[config.mk]
export PLATFORM = sky130hd
export DESIGN_NAME = gpu_text_scanout
export DESIGN_NICKNAME = d
export VERILOG_FILES = /design/src/rtl/gpu_text_scanout.sv
export SDC_FILE = /design/constraint.sdc
export NUM_CORES = 1
export LEC_CHECK = 0
export BUFFER_PORTS_ARGS = -buffer_cell sky130_fd_sc_hd__buf_2
export CAP_MARGIN = 20
export CORE_MARGIN = 3
export CORE_UTILIZATION = 55
export CTS_CLUSTER_DIAMETER = 60
export DETAILED_ROUTE_END_ITERATION = 8
export PLACE_DENSITY = 0.8
export SYNTH_ARGS = -nofsm -noshare
export SYNTH_HDL_FRONTEND = slang
export SYNTH_SLANG_ARGS = --single-unit
[constraint.sdc]
create_clock -name clock -period 4.03 [get_ports clock]
set_clock_uncertainty 0.05 [all_clocks]
set_input_delay 0.403 -clock clock [delete_from_list [all_inputs] [get_ports clock]]
set_output_delay 0.403 -clock clock [all_outputs]
set_load 0.01 [all_outputs]
[src/rtl/gpu_text_scanout.sv]
// Text-mode scanout: sweeps one frame of 64-bit framebuffer words and streams 4 x 16-bit cells per word.
// Optional GPU_SCANOUT_PREFETCH_EN adds a one-word prefetch register so cells stream without fetch bubbles.
module gpu_text_scanout #(
  parameter int          COLUMNS      = 80,
  parameter int          ROWS         = 30,
  parameter logic [63:0] BASE_ADDRESS = 64'd0
) (
  input  logic        clock,
  input  logic        reset,
  input  logic        start,
  output logic        busy,
  output logic [63:0] fb_address,
  input  logic [63:0] fb_data,
  output logic [15:0] char_out,
  output logic        char_valid,
  input  logic        char_ready,
  output logic [7:0]  char_column,
  output logic [7:0]  char_row,
  output logic        frame_done
);

  localparam int             WORDS     = COLUMNS * ROWS / 4;
  localparam int             IW        = (WORDS > 1) ? $clog2(WORDS) : 1;
  localparam logic [IW-1:0]  LAST_WORD = IW'(WORDS - 1);
  localparam logic [7:0]     LAST_COL  = 8'(COLUMNS - 1);

  typedef enum logic [1:0] {
    IDLE,
    FETCH,
    DRAIN,
    DONE
  } state_t;

  state_t        state;
  state_t        state_next;
  logic [63:0]   word_reg;
  logic [1:0]    lane;
  logic [IW-1:0] word_index;
  logic          handshake;
  logic          last_lane;
  logic          last_word;

  assign char_valid = (state == DRAIN);
  assign busy       = (state != IDLE);
  assign frame_done = (state == DONE);
  assign char_out   = word_reg[{lane, 4'b0000} +: 16];
  assign handshake  = char_valid && char_ready;
  assign last_lane  = (lane == 2'd3);
  assign last_word  = (word_index == LAST_WORD);

`ifdef GPU_SCANOUT_PREFETCH_EN
  logic [63:0] pf_word;
  logic        pf_full;
  logic        pf_pending;
  logic        pf_take;
  logic        more_after_next;

  assign pf_take         = handshake && last_lane && !last_word && pf_full;
  assign more_after_next = ((word_index + IW'(1)) != LAST_WORD);

  // The prefetch address is always one word ahead of word_reg; its data lands one cycle after issue.
  always_ff @(posedge clock) begin
    if (!reset) begin
      pf_word    <= '0;
      pf_full    <= 1'b0;
      pf_pending <= 1'b0;
    end else begin
      pf_pending <= 1'b0;
      if (state == IDLE) begin
        pf_full <= 1'b0;
      end
      if (state == FETCH && !last_word) begin
        pf_pending <= 1'b1;
      end
      if (pf_take) begin
        pf_full    <= 1'b0;
        pf_pending <= more_after_next;
      end
      if (pf_pending) begin
        pf_word <= fb_data;
        pf_full <= 1'b1;
      end
    end
  end
`endif

  always_ff @(posedge clock) begin
    if (!reset) begin
      state <= IDLE;
    end else begin
      state <= state_next;
    end
  end

  always_comb begin
    state_next = state;
    case (state)
      IDLE: begin
        if (start) begin
          state_next = FETCH;
        end
      end
      FETCH: state_next = DRAIN;
      DRAIN: begin
        if (handshake && last_lane) begin
          if (last_word) begin
            state_next = DONE;
          end else begin
`ifdef GPU_SCANOUT_PREFETCH_EN
            state_next = pf_full ? DRAIN : FETCH;
`else
            state_next = FETCH;
`endif
          end
        end
      end
      DONE:    state_next = IDLE;
      default: state_next = IDLE;
    endcase
  end

  // Word/lane/position bookkeeping; column and row track the cell currently on char_out.
  always_ff @(posedge clock) begin
    if (!reset) begin
      word_reg    <= '0;
      lane        <= '0;
      word_index  <= '0;
      fb_address  <= '0;
      char_column <= '0;
      char_row    <= '0;
    end else begin
      case (state)
        IDLE: begin
          if (start) begin
            word_index  <= '0;
            fb_address  <= BASE_ADDRESS;
            lane        <= '0;
            char_column <= '0;
            char_row    <= '0;
          end
        end
        FETCH: begin
          word_reg <= fb_data;
          lane     <= '0;
`ifdef GPU_SCANOUT_PREFETCH_EN
          if (!last_word) begin
            fb_address <= fb_address + 64'd1;
          end
`endif
        end
        DRAIN: begin
          if (handshake) begin
            lane <= lane + 2'd1;
            if (char_column == LAST_COL) begin
              char_column <= '0;
              char_row    <= char_row + 8'd1;
            end else begin
              char_column <= char_column + 8'd1;
            end
            if (last_lane && !last_word) begin
              word_index <= word_index + IW'(1);
`ifdef GPU_SCANOUT_PREFETCH_EN
              // fb_address already points at the next word; advance only when loading from prefetch.
              if (pf_full) begin
                word_reg <= pf_word;
                if (more_after_next) begin
                  fb_address <= fb_address + 64'd1;
                end
              end
`else
              fb_address <= fb_address + 64'd1;
`endif
            end
          end
        end
        default: begin
        end
      endcase
    end
  end

endmodule

Word level (Yosys, flattened, before mapping)
Index checks and enable logic that the tools add are counted.
W data, S select, Z words.
{"block": "totals", "register_bits": 158, "input_bits": 68, "out_inout_bits": 99, "elab_cells": 59}
{"block": "op_classes", "add_sub_neg": 5, "eq_ne": 11, "shifts": 1, "mux": 22, "n_reduce_logical": 13}
{"operator": "$mux W64", "n": 3}
{"operator": "$pmux W64 S2", "n": 1}
{"operator": "$add A64 B1 Y64 const B", "n": 1}
{"operator": "$shiftx A64 B7 Y16", "n": 1}
{"operator": "$mux W8", "n": 5}
{"operator": "$pmux W8 S2", "n": 2}
{"operator": "$mux W10", "n": 3}
{"operator": "$pmux W10 S2", "n": 1}
{"operator": "$add A8 B1 Y8 const B", "n": 2}
{"operator": "$add A10 B1 Y10 const B", "n": 1}
{"operator": "$eq A10 B10 Y1 const B", "n": 1}
{"operator": "$mux W2", "n": 5}
{"operator": "$eq A8 B7 Y1 const B", "n": 1}
{"operator": "$ne A2 B1 Y1 const B", "n": 4}
{"operator": "$pmux W2 S4", "n": 1}
{"operator": "$reduce_and A4 Y1", "n": 2}
{"operator": "$eq A2 B2 Y1 const B", "n": 3}
{"operator": "$pmux W2 S3", "n": 1}
{"operator": "$reduce_and A3 Y1", "n": 2}
{"operator": "$reduce_bool A2 Y1", "n": 2}
{"operator": "$logic_and A1 B1 Y1", "n": 3}
{"operator": "$reduce_bool A3 Y1", "n": 1}
{"operator": "$add A2 B1 Y2 const B", "n": 1}
{"operator": "$eq A2 B1 Y1 const B", "n": 1}
{"operator": "other kinds (4)", "n": 4}

Logic depth before layout (Yosys ltp)
Gate-level depths: netlist of the first run.
{"block": "logic_depth", "ltp_word": 6, "ltp_mapped": 8, "ltp_nobuf": 6}

Worst setup path before layout of the first run
Ideal clock, no wire load.
{"block": "synth_timing", "kind": "register to output", "from": "register lane[0]", "to": "output char_out[11]", "arrival_time_ns": 1.721, "t_required_ns": 3.577, "setup_slack_ns": 1.856, "path_stages_with_launch": 4, "path_buffers": 2, "cell_sequence": "dfxtp_1 > clkbuf_1 > buf_2 > mux4_2"}
{"block": "synth_between", "elab_chain_cells": 1}
{"element": "start, declared", "line_no": "37", "text": "logic [1:0] lane;"}
{"element": "start signal, assigned", "line_no": "153", "text": "lane <= lane + 2'd1;"}
{"element": "$shiftx A64 B7 Y16", "line_no": "46", "text": "assign char_out = word_reg[{lane, 4'b0000} +: 16];"}
{"element": "end, declared", "line_no": "14", "text": "output logic [15:0] char_out,"}
Every way passes these cells.

Worst setup path in the final report of the first run
{"block": "layout_timing", "from": "register state[1]", "to": "register fb_address[42]"}
{"block": "layout_between", "elab_chain_cells": 4, "elab_cells_between_ends": 9, "cone_classes": "eq/ne: 4; mux: 1; reduce/logical: 4"}
{"element": "start, declared", "line_no": "34", "text": "state_t state;"}
{"element": "start signal, assigned", "line_no": "91", "text": "state <= state_next;"}
{"element": "$eq A2 B2 Y1", "line_no": "43, 132"}
{"element": "$logic_and A1 B1 Y1", "line_no": "47", "text": "assign handshake = char_valid && char_ready;"}
{"element": "$ne A2 B1 Y1 (no line)"}
{"element": "$reduce_and A4 Y1 (no line)"}
{"element": "end signal, assigned", "line_no": "171", "text": "fb_address <= fb_address + 64'd1;"}
{"element": "end, declared", "line_no": "12", "text": "output logic [63:0] fb_address,"}
Parallel ways exist; a longest one is shown, timed or not.
A chain may end at the register's enable or synchronous reset.

==> impl_metrics.tcl, run 1 <==
set metrics [dict create \
    period_share_pct 69.2 \
    synth-seq-cells 158 \
    grt_max_degree 55 \
    grt_pass1_vias 6266 \
    slew_viol_final 0 \
    final_cells 1215 \
    syn_area_per_cell_um2 8.60 \
    yosysTopAreaCell "dfxtp_1" \
    seq_area_um2 3160 \
    postCtsSetupBuffers 0 \
    fill_cells 1153 \
    slew_headroom_pct 28.8 \
    initial_core_util_pct 56.8 \
    ctsHoldBuffers 0 \
    synth-async-reset-ratio_pct 0 \
    cts_max_path_buffers 2 \
    clk_pin_slew_ps 60 \
    synth_most_common_cell "nand2_1" \
    avgRoutedWirePerCell_um 15.8 \
    cts_resized 0 \
    synth_top_cell_area_share_pct 41.7 \
    crit_arrival_ps 3090 \
    drt-pass1-iter-count 5 \
    netlist_top_cells_count "nand2_1 (178), dfxtp_1 (158), a21boi_0 (73)" \
    crit_path_top_delay_cell "dfxtp_1" \
    die_y_um 123 \
    routed-via-count 7054 \
    initialDrtViolationCount 526 \
    crit_type "flop to flop" \
    port-buffer-count 166 \
    drt-vias-per-instance 5.81 \
    syn2layout_area_growth_pct 19.4 \
    drc 0 \
    cp.required_ps 4330 \
    cts_tree "yes" \
    multi_input_area_um2 4160 \
    dieArea_um2 15200 \
    setup_viol 0 \
    crit_fanout 19 \
    hpwl_um 13200 \
    antenna_found_initial 0 \
    grt.overflow.total 0 \
    cts_root_buf "clkbuf_16" \
    drt_wl_total_um 19200 \
    cellLeakagePower_nw 3.38 \
    critPathCaptureType "flop" \
    grt_pass1_wl_um 30700 \
    cts_made_buffers 17 \
    synth-main-ff-cell "dfxtp_1" \
    tightestPinTransition_ps 1060 \
    postRouteAntennaNets 0 \
    synth_cells 882 \
    grt_use_total_pct 25.2 \
    fin_crit_ps 2790 \
    n_antenna_cell 0 \
    max_freq_ghz 0.358 \
    rsz0062_at_grt "false" \
    die_w_um 123 \
    worstSetupStartpointType "flop" \
    yosys.cell_types.count 52 \
    yosys-top-cells-area "dfxtp_1 (42%), nand2_1 (8.8%), a21boi_0 (7.2%)" \
    dp_cells 1183 \
    fin_tns_setup_ps 0 \
    ir_worst_vdd_v 0.000269 \
    h-tree-depth 4 \
    pin_count 167 \
    syn_nets 955 \
    ys_warn_count 0 \
    clock-sinks 158 \
    rows 42 \
    power.density_nw_per_um2 376 \
    status "completed" \
    cp_slowest_stage_delay_ps 720 \
    finalHoldViolCount 0 \
    core_area_um2 13300 \
    yosysSeqAreaShare_pct 41.7 \
    max_cap_violations 0 \
    cp_cell_sequence "nand3_2, a211oi_2, buf_4, nand4_2, or4_1, a21oi_1" \
    p_total_mw 3.40 \
    synth_edf_count 0 \
    clk_latency_ps 420 \
    gp_congestion 0.845 \
    final_core_utilization_pct 67.8 \
    post_route_cells_drive_above_1_share_pct 23.3 \
    layout.nets 1099 \
    syn_area_um2 7580 \
    hp-class "input port to flop" \
]
cells in the final DEF (no fill, tap or decap), drive strengths merged, types with 2 or more instances in the layout:
cell type / netlist / layout
a31oi: 2 / 2
nand3: 38 / 38
clkbuf: 35 / 24
nand2b: 5 / 5
xor2: 23 / 23
o31ai: 18 / 18
dfxtp: 158 / 158
and4: 13 / 13
nand4: 39 / 39
and3: 11 / 11
ha: 5 / 5
o21a: 3 / 3
buf: 14 / 174
o21ai: 30 / 30
a21boi: 76 / 76
nand3b: 2 / 2
nor3: 10 / 10
o31a: 2 / 2
or4b: 3 / 3
clkinvlp: 0 / 5
a21oi: 42 / 42
or3: 16 / 16
xnor2: 14 / 14
nor2: 50 / 50
or2: 2 / 2
mux4: 16 / 16
or4: 25 / 25
a211oi: 2 / 2
nand4b: 3 / 3
and2: 9 / 9
nand2: 178 / 178
nor3b: 4 / 4
inv: 13 / 14
nor4: 16 / 16
worst paths after layout:
path | cells after the start | to | from | slack [ps]
worst min register to register | 2 | word_reg[24] | word_reg[24] | 410
worst max register to register | 6 | fb_address[42] | state[1] | 1240
worst max-delay path | 6 | fb_address[42] | state[1] | 1240
worst min-delay path | 3 | word_reg[58] | fb_data[58] | 180
power by group:
| part | internal, mW | switching, mW | total [mW] |
|---|---|---|---|
| Combinational | 0.0921 | 0.138 | 0.230 |
| Sequential | 1.60 | 0.0274 | 1.63 |
| Clock | 0.917 | 0.631 | 1.55 |
kinds of logic after synthesis:
family                     share of synthesized area, %
and+or+nand+nor                                    29.2
AOI/OAI and AO/OA                                  15.4
xor gates and xnor gates                           4.27
adders and majority gates                         0.825
muxes                                              4.88
DFF                                                41.7
buffers and inverters                              3.66
stage by stage:
stage	cell area, µm²	setup slack [ps]	hold WS (ps)
floorplan	7580	1860	390
global placement	8480	1390	399
detailed placement	8480	1300	406
CTS	9050	1260	168
global route	9050	993	178
finish	9050	1240	180
routing by layer:
layer	share of wire [%]	up-vias	GRT usage [%]
met4	1.4	0	7.89
met2	48	206	40.2
met1	45	3348	33.7
li1	-	3476	-
met3	6.2	24	6.22
met5	0	-	0
cell type report:
class / instances / area share (%)
multi-input combinational: 662 / 45.9
sequential: 158 / 34.9
timing repair buffer: 174 / 9.84
clock buffer: 24 / 5.43
tap: 176 / 2.43
clock inverter: 8 / 0.899
inverter: 13 / 0.539
critical path, delay by kind of cell, from the launching register on:
| kind | cells | cell delay [ps] |
|---|---|---|
| and+or+nand+nor | 3 | 1300 |
| buffers and inverters | 1 | 220 |
| DFF | 1 | 720 |
| AOI/OAI and AO/OA | 2 | 420 |
Note: power is estimated with default switching activity, not from simulation.
==> run 2: changes to the inputs <==
==> constraint.sdc (replaced) <==
create_clock -name clock -period 2.6 [get_ports clock]
set_clock_uncertainty 0.05 [all_clocks]
set_input_delay 0.26 -clock clock [delete_from_list [all_inputs] [get_ports clock]]
set_output_delay 0.26 -clock clock [all_outputs]
set_load 0.01 [all_outputs]
==> run 2 against run 1 <==
  * Clock power rose by 72%
  * Highest routed layer unchanged
  * Sequential share of layout area is 1.0 points lower
  * Critical endpoint is now fb_address[56]
  * Via count about the same
==> impl_metrics.tcl, run 2 (synthesis gave the netlist of run 1 again) <==
set metrics [dict create \
    seq_area_um2 3160 \
    hpwl_um 13600 \
    worstSetupStartpointType "flop" \
    worst_r2r_startpoint "fb_address[1]" \
    rrSetupSlack_ps 190 \
    whs_endpoint "word_reg[51]" \
    port-buffer-count 166 \
    multi_input_area_um2 4180 \
    tightestPinTransition_ps 608 \
    avgRoutedWirePerCell_um 15.6 \
    ctsHoldBuffers 0 \
    initialDrtViolationCount 662 \
    fin_crit_ps 2410 \
    finalInstanceArea_um2 9320 \
    path_buf_inv 1 \
    slew_headroom_pct 59.5 \
    max_freq_ghz 0.415 \
    cp.required_ps 2910 \
    max_cap_violations 0 \
    cts_made_buffers 17 \
    die_y_um 123 \
    grt_max_degree 76 \
    die_w_um 123 \
    crit_fanout 6 \
    power.density_nw_per_um2 597 \
    crit_family "simple AND/OR/NAND/NOR gates" \
    rsz0062_at_grt "false" \
    hp-class "input port to flop" \
    period_share_pct 92.6 \
    crit_type "flop to flop" \
    postRouteAntennaNets 0 \
    cp_slowest_stage_delay_ps 550 \
    place_area_um2 8630 \
    rows 42 \
    gp_congestion 0.877 \
    antenna_found_initial 0 \
    cts_tree "yes" \
    cp.depth 7 \
    grt_pass1_vias 6433 \
    grt.overflow.total 0 \
    syn2layout_area_growth_pct 22.9 \
    cts_max_path_buffers 2 \
    cts_root_buf "clkbuf_16" \
    h-tree-depth 4 \
    cp_cell_sequence "ha_1, nand3_1, a211oi_4, buf_4, nand4_2, or4_1, a21oi_1" \
    layout.nets 1119 \
    n_antenna_cell 0 \
    ir_worst_vdd_v 0.000577 \
    drt-pass1-iter-count 5 \
    drt_wl_total_um 19300 \
    fin_tns_setup_ps 0 \
    timing.rr.end "fb_address[56]" \
    critPathCaptureType "flop" \
    dieArea_um2 15200 \
    crit_arrival_ps 2710 \
    setup_viol 0 \
    finalHoldViolCount 0 \
    clk_pin_slew_ps 60 \
    post_route_cells_drive_above_1_share_pct 24.9 \
    drc 0 \
    fill_cells 1109 \
    cellLeakagePower_nw 3.52 \
    slew_viol_final 0 \
    clk_latency_ps 420 \
    core_area_um2 13300 \
    worstHoldStart "fb_data[51]" \
    grt_pass1_wl_um 30800 \
    pin_count 167 \
    routed-via-count 7051 \
    clock-sinks 158 \
    grt_use_total_pct 25.3 \
    crit_path_top_delay_cell "or4_1" \
    status "completed" \
    final_cell_mix "nand2_1 (177), buf_2 (166), dfxtp_1 (158)" \
    drt-vias-per-instance 5.71 \
    mostFrequentLayoutCell "nand2_1" \
    rr_worst_depth 7 \
    initial_core_util_pct 56.8 \
    hold_path_depth 3 \
]
run 2: changes by cell type in the layout (fill, tap and decap cells not counted), sizes merged:
cell and delta:
clkinvlp -3, clkbuf -2, bufinv +3, clkinv +3, inv -1, buf +20
run 2: where the power goes:
group	internal, mW	switching, mW	total, mW
Sequential	2.48	0.0335	2.51
Combinational	0.158	0.223	0.381
Clock	1.71	0.964	2.67
Total	4.34	1.22	5.56
run 2: cell type report:
cell class	instances	area share, %
multi-input combinational	662	44.8
sequential	158	33.9
timing repair buffer	194	11.4
clock buffer	22	5.19
tap	176	2.36
clock inverter	10	1.70
inverter	13	0.523
run 2: worst max-delay path by stage:
stage	from	to
final	fb_address[1]	fb_address[56]
after global routing	fb_address[1]	fb_address[56]
after CTS	fb_address[1]	fb_address[58]
after detailed placement	fb_address[1]	fb_address[58]
after global placement	fb_address[1]	fb_address[58]
after floorplan	fb_address[0]	fb_address[56]
run 2: worst register-to-register path, stage by stage, from the launching register on:
cell and delay (ps):
dfxtp_1 420, ha_1 260, nand3_1 160, a211oi_4 370, buf_4 210, nand4_2 180
or4_1 550, a21oi_1 150
run 2: timing repair:
action	in CTS	in global routing
setup buffers	0	3
setup endpoints to repair	0	13
resized for setup	0	3
hold endpoints to repair	0	0
run 2: metrics by stage:
step	power, mW	instances	setup WS [ps]	util, %	hold WS [ps]
floorplan	2.79	882	443	-	355
global placement	2.94	1200	219	64.7	399
detailed placement	2.95	1200	105	64.7	404
CTS	5.61	1232	94.6	69.5	15.8
global route	5.73	1235	49.7	69.8	26.6
finish	5.56	1235	192	69.8	31.8
run 2: metal layers:
metal | share of wire [%] | global-route usage [%] | wire [µm]
met3 | 5.9 | 4.67 | 1130
met4 | 1.8 | 9.13 | 343
met5 | 0 | 0 | 0
met2 | 48 | 41.1 | 9210
met1 | 45 | 33.7 | 8590
